<file path="src/rtl/lcd_result_feeder.sv">
// Double-buffered FP result feeder for the LCD instruction word generator.
// Optional sample counter shown at ptr 29..31: define LCD_FEEDER_SAMPLE_COUNT_EN.
module lcd_result_feeder #(
  parameter int RESTART_CYCLES = 4,
  parameter int CHAR_FIRST     = 4,
  parameter int CHAR_LAST      = 43
) (
  input  logic        oneUSClk,
  input  logic        reset,
  input  logic        in_valid,
  output logic        in_ready,
  input  logic [31:0] in_a,
  input  logic [31:0] in_b,
  input  logic [31:0] in_p,
  input  logic [3:0]  in_flags,
  input  logic [5:0]  lcd_cmd_ptr,
  output logic [3:0]  nib_out,
  output logic        lcd_restart,
  output logic        frame_busy
);
  localparam logic [5:0] PTR_FIRST = 6'(CHAR_FIRST);
  localparam logic [5:0] PTR_LAST  = 6'(CHAR_LAST);
  localparam logic [5:0] PTR_DONE  = 6'(CHAR_LAST + 1);
  localparam logic [3:0] RST_LOAD  = 4'(RESTART_CYCLES);

  logic [31:0] pend_a_q, pend_b_q, pend_p_q;
  logic [31:0] disp_a_q, disp_b_q, disp_p_q;
  logic [3:0]  pend_f_q, disp_f_q;
  logic        pend_full_q, pend_full_d;
  logic        in_ready_q;
  logic [3:0]  rst_cnt_q, rst_cnt_d;
  logic        restart_q;
  logic [3:0]  nib_q, nib_d, cnt_nib;
  logic        accept, commit;
  logic [5:0]  off;
  logic [4:0]  word_idx;

  assign frame_busy = (lcd_cmd_ptr >= PTR_FIRST) && (lcd_cmd_ptr <= PTR_LAST);
  assign accept     = in_valid && in_ready_q;
  // Display buffer only swaps between frames and never during a restart pulse.
  assign commit     = pend_full_q && !frame_busy && (rst_cnt_q == 4'd0);
  assign off        = lcd_cmd_ptr - PTR_FIRST;
  assign word_idx   = {3'd7 - off[2:0], 2'b00};

`ifdef LCD_FEEDER_SAMPLE_COUNT_EN
  logic [11:0] cnt_q;

  always_comb begin
    case (off[1:0])
      2'd1:    cnt_nib = cnt_q[11:8];
      2'd2:    cnt_nib = cnt_q[7:4];
      default: cnt_nib = cnt_q[3:0];
    endcase
  end

  always_ff @(posedge oneUSClk or posedge reset) begin
    if (reset)       cnt_q <= '0;
    else if (commit) cnt_q <= cnt_q + 12'd1;
  end
`else
  assign cnt_nib = 4'h0;
`endif

  always_comb begin
    pend_full_d = pend_full_q;
    if (accept)      pend_full_d = 1'b1;
    else if (commit) pend_full_d = 1'b0;

    rst_cnt_d = (rst_cnt_q != 4'd0) ? rst_cnt_q - 4'd1 : 4'd0;
    if (commit && (lcd_cmd_ptr == PTR_DONE)) rst_cnt_d = RST_LOAD;

    nib_d = 4'h0;
    if (frame_busy) begin
      case (off[5:3])
        3'd0:    nib_d = disp_a_q[word_idx +: 4];
        3'd1:    nib_d = disp_b_q[word_idx +: 4];
        3'd2:    nib_d = disp_p_q[word_idx +: 4];
        3'd3:    nib_d = (off[2:0] == 3'd0) ? disp_f_q : (off[2] ? 4'h0 : cnt_nib);
        default: nib_d = 4'h0;
      endcase
    end
  end

  always_ff @(posedge oneUSClk or posedge reset) begin
    if (reset) begin
      pend_full_q <= 1'b0;
      in_ready_q  <= 1'b1;
      rst_cnt_q   <= 4'd0;
      restart_q   <= 1'b0;
      nib_q       <= 4'h0;
      pend_a_q    <= '0;
      pend_b_q    <= '0;
      pend_p_q    <= '0;
      pend_f_q    <= '0;
      disp_a_q    <= '0;
      disp_b_q    <= '0;
      disp_p_q    <= '0;
      disp_f_q    <= '0;
    end else begin
      pend_full_q <= pend_full_d;
      in_ready_q  <= !pend_full_d;
      rst_cnt_q   <= rst_cnt_d;
      restart_q   <= (rst_cnt_d != 4'd0);
      nib_q       <= nib_d;
      if (accept) begin
        pend_a_q <= in_a;
        pend_b_q <= in_b;
        pend_p_q <= in_p;
        pend_f_q <= in_flags;
      end
      if (commit) begin
        disp_a_q <= pend_a_q;
        disp_b_q <= pend_b_q;
        disp_p_q <= pend_p_q;
        disp_f_q <= pend_f_q;
      end
    end
  end

  assign in_ready    = in_ready_q;
  assign lcd_restart = restart_q;
  assign nib_out     = nib_q;
endmodule

</file>
<file path="config.mk">
export PLATFORM = sky130hd
export DESIGN_NAME = lcd_result_feeder
export DESIGN_NICKNAME = d
export VERILOG_FILES = /design/src/rtl/lcd_result_feeder.sv
export SDC_FILE = /design/constraint.sdc
export NUM_CORES = 1
export LEC_CHECK = 0
export CAP_MARGIN = 20
export CORE_UTILIZATION = 31
export CTS_CLUSTER_DIAMETER = 100
export DETAILED_ROUTE_END_ITERATION = 12
export GPL_ROUTABILITY_DRIVEN = 1
export GPL_TIMING_DRIVEN = 1
export HOLD_SLACK_MARGIN = 0.1
export PLACE_DENSITY = 0.56
export SKIP_LAST_GASP = 1
export SYNTH_ARGS = -nofsm -noshare
export SYNTH_HDL_FRONTEND = slang
export SYNTH_SLANG_ARGS = --single-unit
</file>
<file path="constraint.sdc">
create_clock -name oneUSClk -period 11.7 [get_ports oneUSClk]
set_clock_uncertainty 0.05 [all_clocks]
set_input_delay 2.34 -clock oneUSClk [delete_from_list [all_inputs] [get_ports oneUSClk]]
set_output_delay 2.34 -clock oneUSClk [all_outputs]
set_load 0.05 [all_outputs]
</file>
After elaboration in Yosys (flattened, before gate mapping)
Cells that the tools add are included.
{ "totals": {"input_bits": 109, "output_inout_bits": 7, "reg_bits": 211, "elab_cells": 44} }
{ "op_classes": {"shift": 3, "addsub": 3, "order_cmp": 2, "eq_ne": 4, "reduce_logical": 12, "n_mux": 7} }
{ "op_table": {"columns": ["operator", "count"], "rows": [
  ["$shiftx 32x6->4", 3],
  ["$mux 4", 4],
  ["$pmux 4 s4", 1],
  ["$reduce_bool 4->1", 2],
  ["$eq 3x2->1 const B", 2],
  ["$eq 6x6->1 const B", 1],
  ["$ge 6x3->1 const B", 1],
  ["$le 6x6->1 const B", 1],
  ["$logic_not 3->1", 2],
  ["$sub 6x3->6 const B", 1],
  ["$logic_and 1x1->1", 5],
  ["$logic_not 4->1", 1],
  ["$sub 4x1->4 const B", 1],
  ["$eq 3x1->1 const B", 1],
  ["$sub 3x3->3 const A", 1],
  ["$logic_not 1->1", 2],
  ["$mux 1", 2]
]} }

Depth between registers and ports, before layout
{ "logic_depth": {"depth_word": 8, "ltp_mapped": 13, "depth_no_buf": 8} }

Worst setup path before layout
OpenSTA, ideal clock, no wires.
{ "synth_path": {"kind": "input -> output", "startpoint": "input port lcd_cmd_ptr[2]", "endpoint": "output port frame_busy", "arrival_time_ns": 3.646, "t_required_ns": 9.310, "stages": 8, "path_slack_ns": 5.664, "n_path_buf": 2, "path_cell_list": "buf_6 inv_1 ha_1 buf_6 nor2b_1 a21oi_1 a21oi_1 inv_1"} }
{ "synth_between": {"elab_chain_cells": 2, "word_cells_on_any_way": 3, "cone_classes": "order compare: 2; reduce/logical: 1"} }
{ "synth_rtl": {"columns": ["element", "line_no", "rtl"], "rows": [
  ["start: declaration", "16", "input logic [5:0] lcd_cmd_ptr,"],
  ["$ge 6x3->1 or $le 6x6->1 (tied branches)", "38", "assign frame_busy = (lcd_cmd_ptr >= PTR_FIRST) && (lcd_cmd_ptr <= PTR_LAST);"],
  ["$logic_and 1x1->1 *", "38", null],
  ["end: declaration", "19", "output logic frame_busy"]
]} }
Mark *: on every way between the ends. The rest lies on a longest branch, timed or not.

Worst setup path after layout
Ends and elaborated chain as after synthesis.

==> reports/results.txt <==
Number of buffers inserted by port buffering: 115
Number of hold violations in the final report: 0
Standard-cell rows: 62
Vias in the first global route: 6,622
Chip width: 173.7 um
Post-Syn Nets: 981
Classification of the worst-slack hold path: flop to flop
Layout overhead on the synthesized area: 25.27%
CTS tree: yes
Startpoint class of the critical path: primary input
Clock buffer count from CTS: 25
Clock Path Buffers: 3
Period minus WS final: 7.814 ns
Critical path peak fanout: 12
Area post-placement: 10,580 um2
Deepest level of the CTS H-tree: 1
Tot GR Track Use: 0.1615
Hold_buf cts: 0
Worst Path Class, Setup: primary input to output port
Via count of the routed design: 6,471
Clock transition at the register clock pins on the worst setup and hold paths after CTS: 0.06 ns
DRC marker count from the first detailed-route iteration: 515
RePlAce Congestion: 0.9062
WP data arrival: 5.42 ns
Power density over the cells: 241.0 nW/um2
Count of max-cap constraint violations: 0
Register area share after synthesis: 0.5782
Clock Latency Late Sink: 0.52 ns
Async set-or-reset flop fraction in the synthesized netlist: 1.000
Result of the run: complete, no violations
Total overflow reported by the global router: 0
Number of I/O pins: 116
Initial antenna violation count: 0
Endpoint type of the worst setup path: output port
Cell area after synthesis: 9134 um2
Lkg Pwr: 5.136 nW
Flip-flop and latch count after synthesis: 211
Share of cells above drive strength 1: 0.1697
Post-Synthesis Cells: 867
Worst hold path depth: 2
Worst vdd ir: 0.09696 mV
Max Clk Rate: 128.0 MHz
Avg Synthesized Cell Area: 10.53 um2
Required time of the worst setup path: 9.31 ns
Final sum of negative setup slack: 0 ns
Count of final max-slew check failures: 0
Worst R2R Path Depth: 7
Final setup violation count: 0
Wire length of the first global-routing pass: 38.19 mm
Area enclosed by the die boundary: 30,150 um2
Period Utilization, post-route: 0.6679
Ratio of routed vias to standard cells: 4.730
Yosys synthesis warning count: 0
Starting density of the core: 0.3165
Setup repair after global routing missed its margin: no
Post-CTS sizing: 0
Antenna-violating nets left: 0
Buffers inserted during post-CTS setup optimization: 0
Routed length per placed instance: 17.37 um
Count of flip-flops with a built-in enable after synthesis: 0
Estimated wirelength of the detail-placed design: 16.83 mm
Final net count: 1,079
Library cell used as clock root buffer: sky130_fd_sc_hd__clkbuf_16
Actual slew at the worst max-slew pin: 0.9638 ns
Design area: 11,440 um2
Placeable core area: 28,860 um2
Fillers: 2,880
Total clock sinks: 211
Number of remaining DRC errors: 0
Maximum number of pins on one net before global-route repair: 139
Antenna cells: 0
Dominant register cell in the synthesized netlist: sky130_fd_sc_hd__dfrtp_1
DR pass1 iterations: 4
Aggregate routed wire length: 23.76 mm
Worst slew margin: 0.3574
Die Y-Extent: 173.7 um
Number of distinct standard cells referenced by the synthesized netlist: 61
-- worst paths after layout --
| kind | start | end | slack (ns) |
|---|---|---|---|
| min | pend_a_q[17] | disp_a_q[17] | 0.41 |
| max reg2reg | rst_cnt_q[0] | disp_a_q[8] | 8.92 |
| max | lcd_cmd_ptr[2] | frame_busy | 3.89 |
| min reg2reg | pend_a_q[17] | disp_a_q[17] | 0.41 |
| max in group asynchronous | reset | pend_p_q[0] | 7.75 |
| min in group asynchronous | reset | pend_a_q[9] | 2.39 |
-- report_power, final --
part           switching [mW]  internal [mW]  total [mW]
sequential              0.243           1.08        1.32
clock                   0.306          0.491       0.797
combinational           0.312          0.326       0.639
total                   0.861           1.90        2.76
-- placed cells by master, fill, tap and decap left out, types with 4 or more instances in the layout --
cell type	n
sky130_fd_sc_hd__clkbuf_16	25
sky130_fd_sc_hd__a31oi_1	7
sky130_fd_sc_hd__inv_1	15
sky130_fd_sc_hd__clkdlybuf4s50_1	115
sky130_fd_sc_hd__nand2_1	315
sky130_fd_sc_hd__a21o_1	11
sky130_fd_sc_hd__nand3_1	19
sky130_fd_sc_hd__a221o_1	5
sky130_fd_sc_hd__a21oi_1	16
sky130_fd_sc_hd__o211ai_1	6
sky130_fd_sc_hd__nor2_1	5
sky130_fd_sc_hd__a211oi_1	5
sky130_fd_sc_hd__mux2_2	101
sky130_fd_sc_hd__nand3b_1	4
sky130_fd_sc_hd__buf_4	7
sky130_fd_sc_hd__o21ai_0	29
sky130_fd_sc_hd__clkinv_2	7
sky130_fd_sc_hd__dfrtp_1	210
sky130_fd_sc_hd__clkbuf_8	5
sky130_fd_sc_hd__nand4_1	6
sky130_fd_sc_hd__ha_1	5
-- layer usage --
metal	vias up	GRT usage	part of all wire
met5	-	0	0
met4	0	0.04240	0.023
met3	40	0.02544	0.042
met2	136	0.2450	0.44
met1	3171	0.2387	0.50
li1	3124	-	-
-- critical path: stages --
cell,delay (ns)
sky130_fd_sc_hd__clkdlybuf4s50_1,0.71
sky130_fd_sc_hd__inv_1,0.33
sky130_fd_sc_hd__ha_1,0.39
sky130_fd_sc_hd__nor2b_1,0.27
sky130_fd_sc_hd__a21oi_1,0.12
sky130_fd_sc_hd__a21oi_1,0.39
sky130_fd_sc_hd__inv_1,0.12
sky130_fd_sc_hd__clkdlybuf4s50_1,0.75
-- cell families after synthesis --
group | share of synthesized area
multiplexers | 0.1267
AO/OA/AOI/OAI | 0.07973
AND/OR/NAND/NOR | 0.1723
buffers and inverters | 0.03425
flip-flops | 0.5782
adder cells (fa/ha/maj) | 0.006849
XOR/XNOR | 0.001918
-- through the flow --
step / worst slack [ns] / instances / hold slack [ns] / util / power (mW)
after floorplan: 3.546 / 867 / 0.3758 / - / 1.724
after detailed placement: 3.840 / 1322 / 0.3996 / 0.3667 / 1.982
after global placement: 3.933 / 1322 / 0.3986 / 0.3667 / 1.963
final: 3.886 / 1368 / 0.4112 / 0.3965 / 2.758
after global routing: 3.616 / 1368 / 0.4280 / 0.3965 / 2.937
after CTS: 3.850 / 1368 / 0.4171 / 0.3965 / 2.798
-- synthesized netlist by cell type, drive strengths merged (2+ instances only) --
master	count	area (um2)
a41oi	3	26.28
nand3b	4	30.03
mux2	101	1137
a211oi	5	37.54
buf	21	140.1
a21oi	16	80.08
nor2	5	18.77
nand3	20	100.1
a31o	3	26.28
a31oi	7	43.79
nor4b	3	38.79
a221oi	2	23.77
nand2b	2	12.51
clkbuf	30	112.6
nor2b	2	12.51
nor3	5	41.29
nand2	315	1182
a221o	5	50.05
a21boi	2	15.02
a211o	3	26.28
or4	2	15.01
a311oi	2	17.52
a22oi	2	15.01
a21o	11	82.58
o21ai	29	145.1
ha	5	62.56
mux2i	2	20.02
o211ai	6	45.04
or3	2	17.52
nand4	6	37.54
dfrtp	210	5255
inv	16	60.06
-- state kept, by name (all words and copies together), names as in the netlist --
register / flops
disp_a_q: 32
disp_b_q: 32
disp_f_q: 4
disp_p_q: 32
in_ready: 1
lcd_restart: 1
nib_out: 4
pend_a_q: 32
pend_b_q: 32
pend_f_q: 4
pend_full_q: 1
pend_p_q: 32
rst_cnt_q: 4
-- final cells by class --
type | count | area [um2] | share of cell area
Clock buffer | 32 | 701.9 | 0.06135
Clock inverter | 14 | 158.9 | 0.01389
Inverter | 16 | 67.56 | 0.005905
Multi-Input combinational cell | 589 | 3548 | 0.3101
Sequential cell | 211 | 5281 | 0.4616
Tap cell | 384 | 480.5 | 0.04199
Timing Repair Buffer | 122 | 1204 | 0.1052
Note: power is estimated with default switching activity, not from simulation.
